--- config.mk ---
export PLATFORM = sky130hd
export DESIGN_NAME = pipe_bus_ctrl
export DESIGN_NICKNAME = d
export VERILOG_FILES = /design/src/rtl/pipe_bus_ctrl.sv
export SDC_FILE = /design/constraint.sdc
export NUM_CORES = 1
export LEC_CHECK = 0
export BUFFER_PORTS_ARGS = -buffer_cell sky130_fd_sc_hd__buf_2
export CORE_MARGIN = 4
export CORE_UTILIZATION = 45
export DETAILED_ROUTE_END_ITERATION = 12
export PLACE_DENSITY = 0.78
export RECOVER_POWER = 25
export SYNTH_ARGS = -nofsm -noshare
export SYNTH_HDL_FRONTEND = slang
export SYNTH_SLANG_ARGS = --single-unit
export TNS_END_PERCENT = 5
--- constraint.sdc ---
create_clock -name clk -period 1.74 [get_ports clk]
set_input_delay 0.261 -clock clk [delete_from_list [all_inputs] [get_ports clk]]
set_output_delay 0.261 -clock clk [all_outputs]
set_load 0.05 [all_outputs]
--- src/rtl/pipe_bus_ctrl.sv ---
// Arbitrates the single external memory bus between instruction fetch (IF) and
// data access (MEM), and produces the 6-bit pipeline stall vector.
// Stall vector bits: [0]=PC [1]=IF [2]=ID [3]=EX [4]=MEM [5]=WB, 1 = stop.
module pipe_bus_ctrl #(
    parameter int unsigned TIMEOUT = 64,
    parameter int unsigned TO_W    = 7
) (
    input  logic        clk,
    input  logic        rst,
    input  logic        if_req,
    input  logic [31:0] if_addr,
    input  logic        mem_req,
    input  logic        mem_we,
    input  logic [3:0]  mem_sel,
    input  logic [31:0] mem_addr,
    input  logic [31:0] mem_wdata,
    input  logic        stallreq_id,
    input  logic        stallreq_ex,
    input  logic        flush,
    input  logic        bus_ack,
    input  logic [31:0] bus_rdata,
    output logic        bus_req,
    output logic        bus_we,
    output logic [3:0]  bus_sel,
    output logic [31:0] bus_addr,
    output logic [31:0] bus_wdata,
    output logic [31:0] if_rdata,
    output logic        if_valid,
    output logic [31:0] mem_rdata,
    output logic        mem_valid,
    output logic        bus_err,
    output logic [5:0]  stall
);

    localparam int unsigned DW = 32;
    localparam int unsigned SW = 4;
    localparam int unsigned VW = 6;

    localparam logic [TO_W-1:0] TO_LAST = TO_W'(TIMEOUT - 1);

    localparam logic [VW-1:0] STALL_MEM  = 6'b011111;
    localparam logic [VW-1:0] STALL_EX   = 6'b001111;
    localparam logic [VW-1:0] STALL_ID   = 6'b000111;
    localparam logic [VW-1:0] STALL_IF   = 6'b000011;
    localparam logic [VW-1:0] STALL_NONE = 6'b000000;

    typedef enum logic [1:0] {
        ST_IDLE     = 2'd0,
        ST_IF_BUSY  = 2'd1,
        ST_MEM_BUSY = 2'd2,
        ST_IF_DRAIN = 2'd3
    } state_e;

    state_e          state_q, state_d;
    logic [TO_W-1:0] cnt_q, cnt_d;

    logic            bus_req_q, bus_req_d;
    logic            bus_we_q, bus_we_d;
    logic [SW-1:0]   bus_sel_q, bus_sel_d;
    logic [DW-1:0]   bus_addr_q, bus_addr_d;
    logic [DW-1:0]   bus_wdata_q, bus_wdata_d;

    logic [DW-1:0]   if_rdata_q, if_rdata_d;
    logic [DW-1:0]   mem_rdata_q, mem_rdata_d;
    logic            if_valid_q, if_valid_d;
    logic            mem_valid_q, mem_valid_d;
    logic            bus_err_q, bus_err_d;

    logic            in_xfer_c;
    logic            timeout_c;
    logic            mem_wait_c;
    logic            if_wait_c;
    logic [VW-1:0]   stall_c;

    // Transfer-in-flight and timeout-expiry qualifiers shared by the next-state logic.
    always_comb begin
        in_xfer_c = (state_q != ST_IDLE);
        timeout_c = in_xfer_c && !bus_ack && (cnt_q == TO_LAST);
    end

    // State, timeout counter and registered bus/response outputs.
    always_ff @(posedge clk or negedge rst) begin
        if (!rst) begin
            state_q     <= ST_IDLE;
            cnt_q       <= '0;
            bus_req_q   <= 1'b0;
            bus_we_q    <= 1'b0;
            bus_sel_q   <= '0;
            bus_addr_q  <= '0;
            bus_wdata_q <= '0;
            if_rdata_q  <= '0;
            mem_rdata_q <= '0;
            if_valid_q  <= 1'b0;
            mem_valid_q <= 1'b0;
            bus_err_q   <= 1'b0;
        end else begin
            state_q     <= state_d;
            cnt_q       <= cnt_d;
            bus_req_q   <= bus_req_d;
            bus_we_q    <= bus_we_d;
            bus_sel_q   <= bus_sel_d;
            bus_addr_q  <= bus_addr_d;
            bus_wdata_q <= bus_wdata_d;
            if_rdata_q  <= if_rdata_d;
            mem_rdata_q <= mem_rdata_d;
            if_valid_q  <= if_valid_d;
            mem_valid_q <= mem_valid_d;
            bus_err_q   <= bus_err_d;
        end
    end

    // Next-state: grant from IDLE (MEM first), finish on ack, abort on timeout,
    // and divert a flushed fetch into IF_DRAIN so its late data is thrown away.
    always_comb begin
        state_d     = state_q;
        cnt_d       = cnt_q;
        bus_req_d   = bus_req_q;
        bus_we_d    = bus_we_q;
        bus_sel_d   = bus_sel_q;
        bus_addr_d  = bus_addr_q;
        bus_wdata_d = bus_wdata_q;
        if_rdata_d  = if_rdata_q;
        mem_rdata_d = mem_rdata_q;
        if_valid_d  = 1'b0;
        mem_valid_d = 1'b0;
        bus_err_d   = 1'b0;

        case (state_q)
            ST_IDLE: begin
                if (mem_req) begin
                    state_d     = ST_MEM_BUSY;
                    cnt_d       = '0;
                    bus_req_d   = 1'b1;
                    bus_we_d    = mem_we;
                    bus_sel_d   = mem_sel;
                    bus_addr_d  = mem_addr;
                    bus_wdata_d = mem_wdata;
                end else if (if_req && !flush) begin
                    state_d     = ST_IF_BUSY;
                    cnt_d       = '0;
                    bus_req_d   = 1'b1;
                    bus_we_d    = 1'b0;
                    bus_sel_d   = 4'hF;
                    bus_addr_d  = if_addr;
                    bus_wdata_d = '0;
                end
            end

            ST_IF_BUSY, ST_MEM_BUSY, ST_IF_DRAIN: begin
                if (bus_ack || timeout_c) begin
                    // Transfer ends either way; the bus returns to an idle pattern.
                    state_d     = ST_IDLE;
                    cnt_d       = '0;
                    bus_req_d   = 1'b0;
                    bus_we_d    = 1'b0;
                    bus_sel_d   = '0;
                    bus_addr_d  = '0;
                    bus_wdata_d = '0;
                    if (bus_ack) begin
                        if (state_q == ST_MEM_BUSY) begin
                            mem_rdata_d = bus_rdata;
                            mem_valid_d = 1'b1;
                        end else if ((state_q == ST_IF_BUSY) && !flush) begin
                            // A flush coinciding with the ack makes the word wrong-path.
                            if_rdata_d = bus_rdata;
                            if_valid_d = 1'b1;
                        end
                    end else begin
                        bus_err_d = 1'b1;
                    end
                end else if ((state_q == ST_IF_BUSY) && flush) begin
                    state_d = ST_IF_DRAIN;
                    cnt_d   = '0;
                end else begin
                    cnt_d = cnt_q + TO_W'(1);
                end
            end

            default: begin
                state_d = ST_IDLE;
            end
        endcase
    end

    // Outstanding-work qualifiers: a busy owner waits until its ack, otherwise the raw request.
    always_comb begin
        mem_wait_c = (state_q == ST_MEM_BUSY) ? !bus_ack : mem_req;
        if_wait_c  = ((state_q == ST_IF_BUSY) || (state_q == ST_IF_DRAIN)) ? !bus_ack : if_req;
    end

    // Prioritised stall vector; flush and reset force a free-running pipeline.
    always_comb begin
        stall_c = STALL_NONE;
        if (!rst || flush) begin
            stall_c = STALL_NONE;
        end else if (mem_wait_c) begin
            stall_c = STALL_MEM;
        end else if (stallreq_ex) begin
            stall_c = STALL_EX;
        end else if (stallreq_id) begin
            stall_c = STALL_ID;
        end else if (if_wait_c) begin
            stall_c = STALL_IF;
        end
    end

    assign bus_req   = bus_req_q;
    assign bus_we    = bus_we_q;
    assign bus_sel   = bus_sel_q;
    assign bus_addr  = bus_addr_q;
    assign bus_wdata = bus_wdata_q;
    assign if_rdata  = if_rdata_q;
    assign if_valid  = if_valid_q;
    assign mem_rdata = mem_rdata_q;
    assign mem_valid = mem_valid_q;
    assign bus_err   = bus_err_q;
    assign stall     = stall_c;

endmodule

# After elaboration in Yosys (flattened, before gate mapping)
# Cells that the tools add are included.
# word_totals
input_bits	141
output_inout_bits	143
wordCells	86
reg_bits	146
# op_classes
reduce_logical	18
n_bitwise	1
addsub	1
mux	47
n_eq_ne	7
# ops
op	count
32-bit 2-to-1 mux	5
32-bit case mux with 2 select lines	2
7-bit 2-to-1 mux	4
1-bit 2-to-1 mux	19
4-bit 2-to-1 mux	4
7-bit case mux with 2 select lines	1
2-bit 2-to-1 mux	5
5-bit 2-to-1 mux	2
4-bit case mux with 2 select lines	1
7-bit by 1-bit adder with 7-bit output, second input constant	1
7-bit by 6-bit == test with 1-bit output, second input constant	1
3-bit inequality test, second input constant	2
1-bit logical AND	5
5-bit AND reduction	1
2-bit == test, second input constant	2
1-bit case mux with 2 select lines	2
2-bit case mux with 2 select lines	1
2-bit AND reduction	2
4-bit AND reduction	1
1-bit zero test	3
1-bit logical OR	3
3-bit 2-to-1 mux	1
3-bit OR reduction	1
2-bit by 1-bit == test with 1-bit output, second input constant	1
other kinds (4)	4

# Longest topological paths before layout
# Gate-level depths: netlist of the first run.
# logic_depth
word_depth	8
mapped_depth	6
depth_no_buf	5

# Worst setup path before layout of the first run
# No wires, ideal clock.
# synth_timing
path_kind	register to output
startpoint	register state_q[0]
endpoint	output stall[1]
arrival_ns	2.084
stages_incl_launch_ff	7
n_path_buf	2
t_required_ns	1.479
setup_slack_ns	-0.605
cell_sequence	dfrtp_1 > buf_4 > nand2b_1 > mux2i_1 > nor3_1 > a21oi_1 > buf_4
# synth_between
elab_chain_len	8
elab_cells_between_ends	11
# synth_lines
element	line	text
start: declaration	54	state_e state_q, state_d;
start signal: assignment	97	state_q <= state_d;
2-bit by 1-bit == test with 1-bit output or 2-bit == test (tied branches)	188	if_wait_c = ((state_q == ST_IF_BUSY) || (state_q == ST_IF_DRAIN)) ? !bus_ack : if_req;
1-bit logical OR	188	
1-bit 2-to-1 mux	188	
2-bit 2-to-1 mux	202	end else if (if_wait_c) begin
3-bit 2-to-1 mux	200	end else if (stallreq_id) begin
4-bit 2-to-1 mux	198	end else if (stallreq_ex) begin
5-bit 2-to-1 mux *	196	end else if (mem_wait_c) begin
5-bit 2-to-1 mux *	194	if (!rst || flush) begin
end: declaration	32	output logic [5:0] stall
# Every way passes the cells marked *; elsewhere a longest branch is shown, timed or not.

# Worst setup path after layout of the first run
# layout_timing
startpoint	register state_q[0]
endpoint	output stall[3]
# layout_between
elab_chain_len	4
# layout_lines
element	line	text
2-bit == test	187	mem_wait_c = (state_q == ST_MEM_BUSY) ? !bus_ack : mem_req;
1-bit 2-to-1 mux	187	
5-bit 2-to-1 mux	196	
5-bit 2-to-1 mux	194	
# No other way between the ends.

==> reports/qor.tcl, run 1 <==
set qor(gp_congestion) 0.859
set qor(drt-total-wl_um) 16000
set qor(vdd_ir_drop_max_mv) 1.62
set qor(synth_sequential_area_ratio_pct) 61.2
set qor(detail_route.vias_per_cell) 5.11
set qor(clock_tree.htree_level_count) 4
set qor(detail_route.first_pass.iterations) 4
set qor(final_core_util_pct) 64.3
set qor(cts_buffer_depth) 2
set qor(grt_pass1_vias) 4993
set qor(synth_flop_cell) {sky130_fd_sc_hd__dfrtp_1}
set qor(detail_route_antenna_nets) 0
set qor(worst_path_top_cell_family_by_delay) {flip-flops}
set qor(max_freq_mhz) 524
set qor(preCtsSetupSlack_ns) -0.0509
set qor(placement.io_buffers) 282
set qor(clock_sink_count) 146
set qor(cp.buffers_inverters) 2
set qor(critical_path_cell_count) 6
set qor(netlist_top_cells_area) {sky130_fd_sc_hd__dfrtp_1 (61%), sky130_fd_sc_hd__nand2_1 (6.3%), sky130_fd_sc_hd__mux2_2 (5.8%), sky130_fd_sc_hd__mux2i_1 (5.5%), sky130_fd_sc_hd__a22o_1 (5.3%)}
set qor(final_net_count) 905
set qor(synthDominantAreaCellType) {sky130_fd_sc_hd__dfrtp_1}
set qor(layout-drive-gt1-share_pct) 49.1
set qor(yosys_warnings) 0
set qor(top_level_ports) 284
set qor(critical_path.max_stage_delay_ns) 0.36
set qor(synth_nets) 613
set qor(final.fill_count) 1006
set qor(netlist-cell-type-count) 41
set qor(max_slew_margin_vs_limit_pct) 23.4
set qor(root_buffer_master) {sky130_fd_sc_hd__clkbuf_16}
set qor(worst-path-max-fanout) 3
set qor(cpMaxStageDelayCell) {sky130_fd_sc_hd__dfrtp_1}
set qor(drc) 0
set qor(crit_chain) {nand2b_4, mux2i_4, buf_6, nor2_4, nor2_2, buf_6}
set qor(syn_area_per_cell_um2) 12.7
set qor(synth-edff-count) 0
set qor(criticalPathCategory) {reg -> out}
set qor(reg2reg_from) {state_q[1]}
set qor(final_hold_viol_count) 0
set qor(dp_hpwl_um) 11800
set qor(skew_ns) 0.00811
set qor(detailedRoute.firstIterationViolations) 191
set qor(cp_common_cell) {sky130_fd_sc_hd__buf_6}
set qor(arrival_time_of_the_worst_setup_path_ns) 1.65
set qor(die-width_um) 123
set qor(violations) {negative setup slack}
set qor(initial_utilization_pct) 46.5
set qor(worstSetupStartpoint) {state_q[0]}
set qor(r2r_cells) 8
set qor(worst-slew-pin-transition_ns) 1.15
set qor(final_critical_path_time_including_i_o_delays_and_setup_ns) 1.91
set qor(multiInputGateArea_mm2) 0.00216
set qor(design_power_total_uw) 18600
set qor(regArea_mm2) 0.00365
set qor(pwr_density_cell_mw_per_mm2) 2250
set qor(postSynthRegisterBits) 146
set qor(core_mm2) 0.0128
set qor(worstSetupStartpointType) {flip-flop}
set qor(grt_max_degree) 147
set qor(clk_transition_reported_paths_ns) 0.06
set qor(cts_made_buffers) 17
set qor(outcome) {complete, but fails checks}
set qor(period_share_pct) 110
set qor(hold_path_startpoint) {bus_rdata[29]}
set qor(worstHoldPathCells) 3
set qor(hold-path-endpoint) {mem_rdata[29]}
set qor(via_count) 4839
set qor(worstSetupEndpointType) {output pin}
set qor(insertion_delay_ns) 0.41
set qor(grt_antenna_before_repair) 1
set qor(post-route-worst-setup-slack_ns) -0.170
set qor(routedWlPerCell_um) 16.9
set qor(postSynth.asyncResetShare_pct) 100
set qor(overflow) 0
set qor(setup-violations-final) 21
set qor(syn_area_mm2) 0.00597
set qor(dieHeight_um) 123
set qor(syn-instance-count) 471
set qor(finish.cell_count_without_fillers) 947
set qor(cts_tree) {done}
set qor(unrepaired_setup_endpoints_after_global_routing) {yes}
set qor(die-area_mm2) 0.0152
set qor(globalRouteTotalUtil_pct) 21.0
set qor(finalMaxSlewViolations) 0
set qor(p_leak_uw) 0.00445
set qor(fp-row-count) 41
set qor(post-synth-top-area-fraction_pct) 61.2
set qor(placed_cells) 915
set qor(timing.critical_path.required_ns) 1.48
set qor(reg2reg_slack_ns) -0.04
set qor(final.hold.worst_slack_ns) 0.0544
set qor(r2r_end) {bus_addr[27]}
set qor(first_pass_grt_wire_length_um) 24800
set qor(total_of_max_cap_violations) 0
set qor(syn2layout_area_growth_pct) 38.2
set qor(hold_path.class) {in -> reg}
worst min-delay path, delay by kind of cell:
family	cells	cell delay [ns]
buffers and inverters	1	0.08
AND/OR/NAND/NOR	2	0.09
kinds of logic after synthesis:
| kind of cell | share of synthesized area, % |
|---|---|
| flops | 61.2 |
| simple gates | 9.87 |
| compound gates | 13.1 |
| mux | 11.8 |
| buf+inv | 3.75 |
| fa+ha+maj | 0.210 |
| other cells | 0.0628 |
placed cells by master, fill, tap and decap left out, types with 3 or more instances in the layout:
master	synthesis	routed
sky130_fd_sc_hd__a21o_1	4	4
sky130_fd_sc_hd__a22o_1	36	36
sky130_fd_sc_hd__buf_12	0	3
sky130_fd_sc_hd__buf_2	14	276
sky130_fd_sc_hd__buf_4	6	15
sky130_fd_sc_hd__buf_6	7	6
sky130_fd_sc_hd__clkbuf_1	5	3
sky130_fd_sc_hd__clkbuf_16	0	17
sky130_fd_sc_hd__clkinv_2	0	4
sky130_fd_sc_hd__clkinvlp_4	0	4
sky130_fd_sc_hd__dfrtp_1	146	146
sky130_fd_sc_hd__mux2_2	31	31
sky130_fd_sc_hd__mux2i_1	33	32
sky130_fd_sc_hd__nand2_1	100	100
sky130_fd_sc_hd__nor2_1	9	6
sky130_fd_sc_hd__nor3_4	1	3
sky130_fd_sc_hd__o21ai_0	6	5
sky130_fd_sc_hd__o2bb2ai_1	36	36
how the worst max path moves through the flow:
stage,slack [ns],to
after floorplan,-0.12,stall[4]
after global placement,0.05,bus_sel[0]
after CTS,-0.21,stall[1]
final,-0.17,stall[3]
after global routing,-0.23,stall[3]
after detailed placement,-0.05,bus_sel[2]
where the power goes:
part | switching, µW | leakage [µW] | internal (µW)
logic | 7230 | 0.00233 | 2460
clock network | 1340 | 0.000254 | 1980
registers | 774 | 0.00187 | 4830
total | 9340 | 0.00445 | 9260
synthesized netlist by cell type (all sizes together), types with 2 or more instances:
| library cell | number |
|---|---|
| o2bb2ai | 36 |
| and3 | 2 |
| nor3 | 5 |
| o31ai | 2 |
| nand2 | 100 |
| a22o | 36 |
| a21oi | 3 |
| nor2 | 10 |
| dfrtp | 146 |
| buf | 27 |
| nand3 | 3 |
| clkbuf | 5 |
| nand2b | 4 |
| mux2 | 33 |
| a21o | 4 |
| o21ai | 6 |
| nor3b | 2 |
| mux2i | 33 |
| inv | 3 |
per-stage QoR:
step / setup TNS [ns] / cell area [µm²]
floorplan: -0.331 / 5980
global placement: 0 / 7640
detailed placement: -0.277 / 7640
CTS: -1.16 / 8230
global route: -6.33 / 8250
finish: -0.999 / 8250
state kept, by name, indices dropped and copies added, names as in the netlist, 2 cells and up:
register	count
bus_sel	4
if_rdata	32
bus_wdata	32
state_q	2
mem_rdata	32
bus_addr	32
cnt_q	7
routing by layer:
layer / wire length (µm) / GRT usage (%) / up-vias
met2: 8050 / 35.0 / 214
met5: 14 / 0 / -
met3: 1640 / 8.46 / 24
li1: - / - / 2255
met4: 289 / 6.44 / 2
met1: 6000 / 25.1 / 2344
cell type report:
| cell class | instances | area share (%) |
|---|---|---|
| diodes | 1 | 0.0303 |
| clock buffers | 20 | 5.41 |
| clock inverters | 10 | 1.08 |
| inverters | 3 | 0.137 |
| multi-input cells | 290 | 26.2 |
| flip-flops and latches | 146 | 44.3 |
| well taps | 172 | 2.61 |
| repair buffers | 305 | 20.3 |
timing repair:
action | in CTS | in global routing
pin swaps | 5 | 3
endpoints found under the hold margin | 0 | 2
gates resized for setup | 15 | 9
hold buffers | 0 | 1
setup buffers | 2 | 0
setup endpoints to repair | 18 | 46
(Power assumes the default switching activity.)
==> run 2, diff against run 1 <==
--- a/config.mk
+++ b/config.mk
@@ -6,11 +6,13 @@
 export NUM_CORES = 1
 export LEC_CHECK = 0
 export BUFFER_PORTS_ARGS = -buffer_cell sky130_fd_sc_hd__buf_2
+export CAP_MARGIN = 0
 export CORE_MARGIN = 4
 export CORE_UTILIZATION = 45
 export DETAILED_ROUTE_END_ITERATION = 12
 export PLACE_DENSITY = 0.78
 export RECOVER_POWER = 25
+export SKIP_CTS_REPAIR_TIMING = 1
 export SYNTH_ARGS = -nofsm -noshare
 export SYNTH_HDL_FRONTEND = slang
 export SYNTH_SLANG_ARGS = --single-unit
==> run 2 against run 1 <==
  * The run still ends with negative setup slack left
  * Core utilization is essentially flat
  * Design area is essentially flat
  * Maximum frequency grew 0.31%
  * Worst setup slack gained 0.0058 ns
  * Sequential power is essentially flat
  * Combinational power is essentially flat
  * Global-route usage shrank 0.16 points
  * Critical path type unchanged
  * Highest routed layer unchanged
==> reports/qor.tcl, run 2 (synthesized netlist as in run 1, its figures left out) <==
set qor(detail_route.first_pass.iterations) 4
set qor(dieHeight_um) 123
set qor(period_share_pct) 109
set qor(final.fill_count) 1013
set qor(globalRouteTotalUtil_pct) 20.9
set qor(clock_sink_count) 146
set qor(core_mm2) 0.0128
set qor(detail_route_antenna_nets) 0
set qor(drc) 0
set qor(cts_tree) {done}
set qor(cts_buffer_depth) 2
set qor(place_area_mm2) 0.00764
set qor(setup-violations-final) 18
set qor(clk_transition_reported_paths_ns) 0.06
set qor(detailedRoute.firstIterationViolations) 180
set qor(unrepaired_setup_endpoints_after_global_routing) {yes}
set qor(worstSetupStartpointType) {flip-flop}
set qor(final.hold.worst_slack_ns) 0.0526
set qor(die-width_um) 123
set qor(post-route-worst-setup-slack_ns) -0.164
set qor(cp.buffers_inverters) 1
set qor(preCtsSetupSlack_ns) -0.0509
set qor(syn2layout_area_growth_pct) 38.2
set qor(dp_hpwl_um) 11800
set qor(final_critical_path_time_including_i_o_delays_and_setup_ns) 1.90
set qor(regArea_mm2) 0.00365
set qor(top_level_ports) 284
set qor(worst-path-max-fanout) 3
set qor(final_hold_viol_count) 0
set qor(layout-drive-gt1-share_pct) 49.2
set qor(worst-slew-pin-transition_ns) 1.34
set qor(arrival_time_of_the_worst_setup_path_ns) 1.64
set qor(worst_path_top_cell_family_by_delay) {flip-flops}
set qor(max_freq_mhz) 525
set qor(most-common-layout-cells) {sky130_fd_sc_hd__buf_2 (276), sky130_fd_sc_hd__dfrtp_1 (146), sky130_fd_sc_hd__nand2_1 (100)}
set qor(skew_ns) 0.00855
set qor(detail_route.vias_per_cell) 5.09
set qor(outcome) {complete, but fails checks}
set qor(first_pass_grt_wire_length_um) 24600
set qor(total_of_max_cap_violations) 0
set qor(p_leak_uw) 0.00446
set qor(crit_chain) {nand2b_4, mux2i_4, nor3_4, a21oi_4, buf_6}
set qor(die-area_mm2) 0.0152
set qor(insertion_delay_ns) 0.41
set qor(hold_path.class) {in -> reg}
set qor(grt_max_degree) 147
set qor(post-route-cell-area_mm2) 0.00825
set qor(critical_path.max_stage_delay_ns) 0.39
set qor(violations) {negative setup slack}
set qor(placement.io_buffers) 282
set qor(worstSetupEndpointType) {output pin}
set qor(clock_tree.htree_level_count) 4
set qor(grt_antenna_before_repair) 1
set qor(vdd_ir_drop_max_mv) 1.62
set qor(via_count) 4819
set qor(fp-row-count) 41
set qor(cts_made_buffers) 17
set qor(initial_utilization_pct) 46.5
set qor(drt-total-wl_um) 16000
set qor(cpMaxStageDelayCell) {sky130_fd_sc_hd__dfrtp_1}
set qor(grt_pass1_vias) 4976
set qor(root_buffer_master) {sky130_fd_sc_hd__clkbuf_16}
set qor(overflow) 0
set qor(max_slew_margin_vs_limit_pct) 10.3
set qor(gp_congestion) 0.859
set qor(finalMaxSlewViolations) 0
set qor(layout.cells.most_common) {sky130_fd_sc_hd__buf_2}
set qor(pwr_density_cell_mw_per_mm2) 2260
set qor(timing.critical_path.required_ns) 1.48
set qor(routedWlPerCell_um) 16.9
set qor(multiInputGateArea_mm2) 0.00215
set qor(final_net_count) 905
set qor(criticalPathCategory) {reg -> out}
==> run 2: area by class of cell <==
cell class / count / share of cell area, %
sequential: 146 / 44.3
clock inverter: 10 / 1.08
tap: 172 / 2.61
inverter: 3 / 0.137
antenna: 1 / 0.0303
timing repair buffer: 305 / 20.3
clock buffer: 20 / 5.42
multi-input combinational: 290 / 26.1
==> run 2: worst paths after layout <==
kind                       slack, ns  depth (start not counted)     startpoint            end
setup reg to reg               -0.07                          7       cnt_q[0]     bus_sel[2]
min in group asynchronous       0.19                          2            rst        bus_req
hold / removal                  0.05                          3  bus_rdata[29]  mem_rdata[29]
setup / recovery               -0.16                          5     state_q[0]       stall[1]
max in group asynchronous       0.56                          2            rst       cnt_q[4]
hold reg to reg                 0.47                          2  mem_rdata[17]  mem_rdata[17]
==> run 2: metrics by stage <==
stage	cells	util, %	power (µW)	setup TNS (ns)
2_1_floorplan	471	-	12700	-0.331
3_3_place_gp	915	59.5	15000	0
3_5_place_dp	915	59.5	15300	-0.277
4_1_cts	945	63.7	18700	-2.19
5_1_grt	946	64.3	19500	-3.80
6_report	947	64.3	18600	-1.40
==> run 2: routing by layer <==
metal	wire (µm)	GRT usage (%)	up-vias	share of wire [%]
met5	14	0	-	0.088
met4	289	6.44	2	1.8
met3	1690	8.46	24	11
met2	8000	34.6	219	50
met1	5960	25.0	2323	37
li1	-	-	2251	-
==> run 2: tightest hold or removal path: stages <==
cell and delay, ns:
sky130_fd_sc_hd__buf_2 0.08, sky130_fd_sc_hd__nand2_1 0.04, sky130_fd_sc_hd__nand2_1 0.05
==> run 2: report_power, final <==
part | leakage, µW | switching [µW] | total, µW | internal, µW
sequential | 0.00187 | 777 | 5610 | 4830
combinational | 0.00233 | 7220 | 9690 | 2470
clock | 0.000254 | 1340 | 3320 | 1980
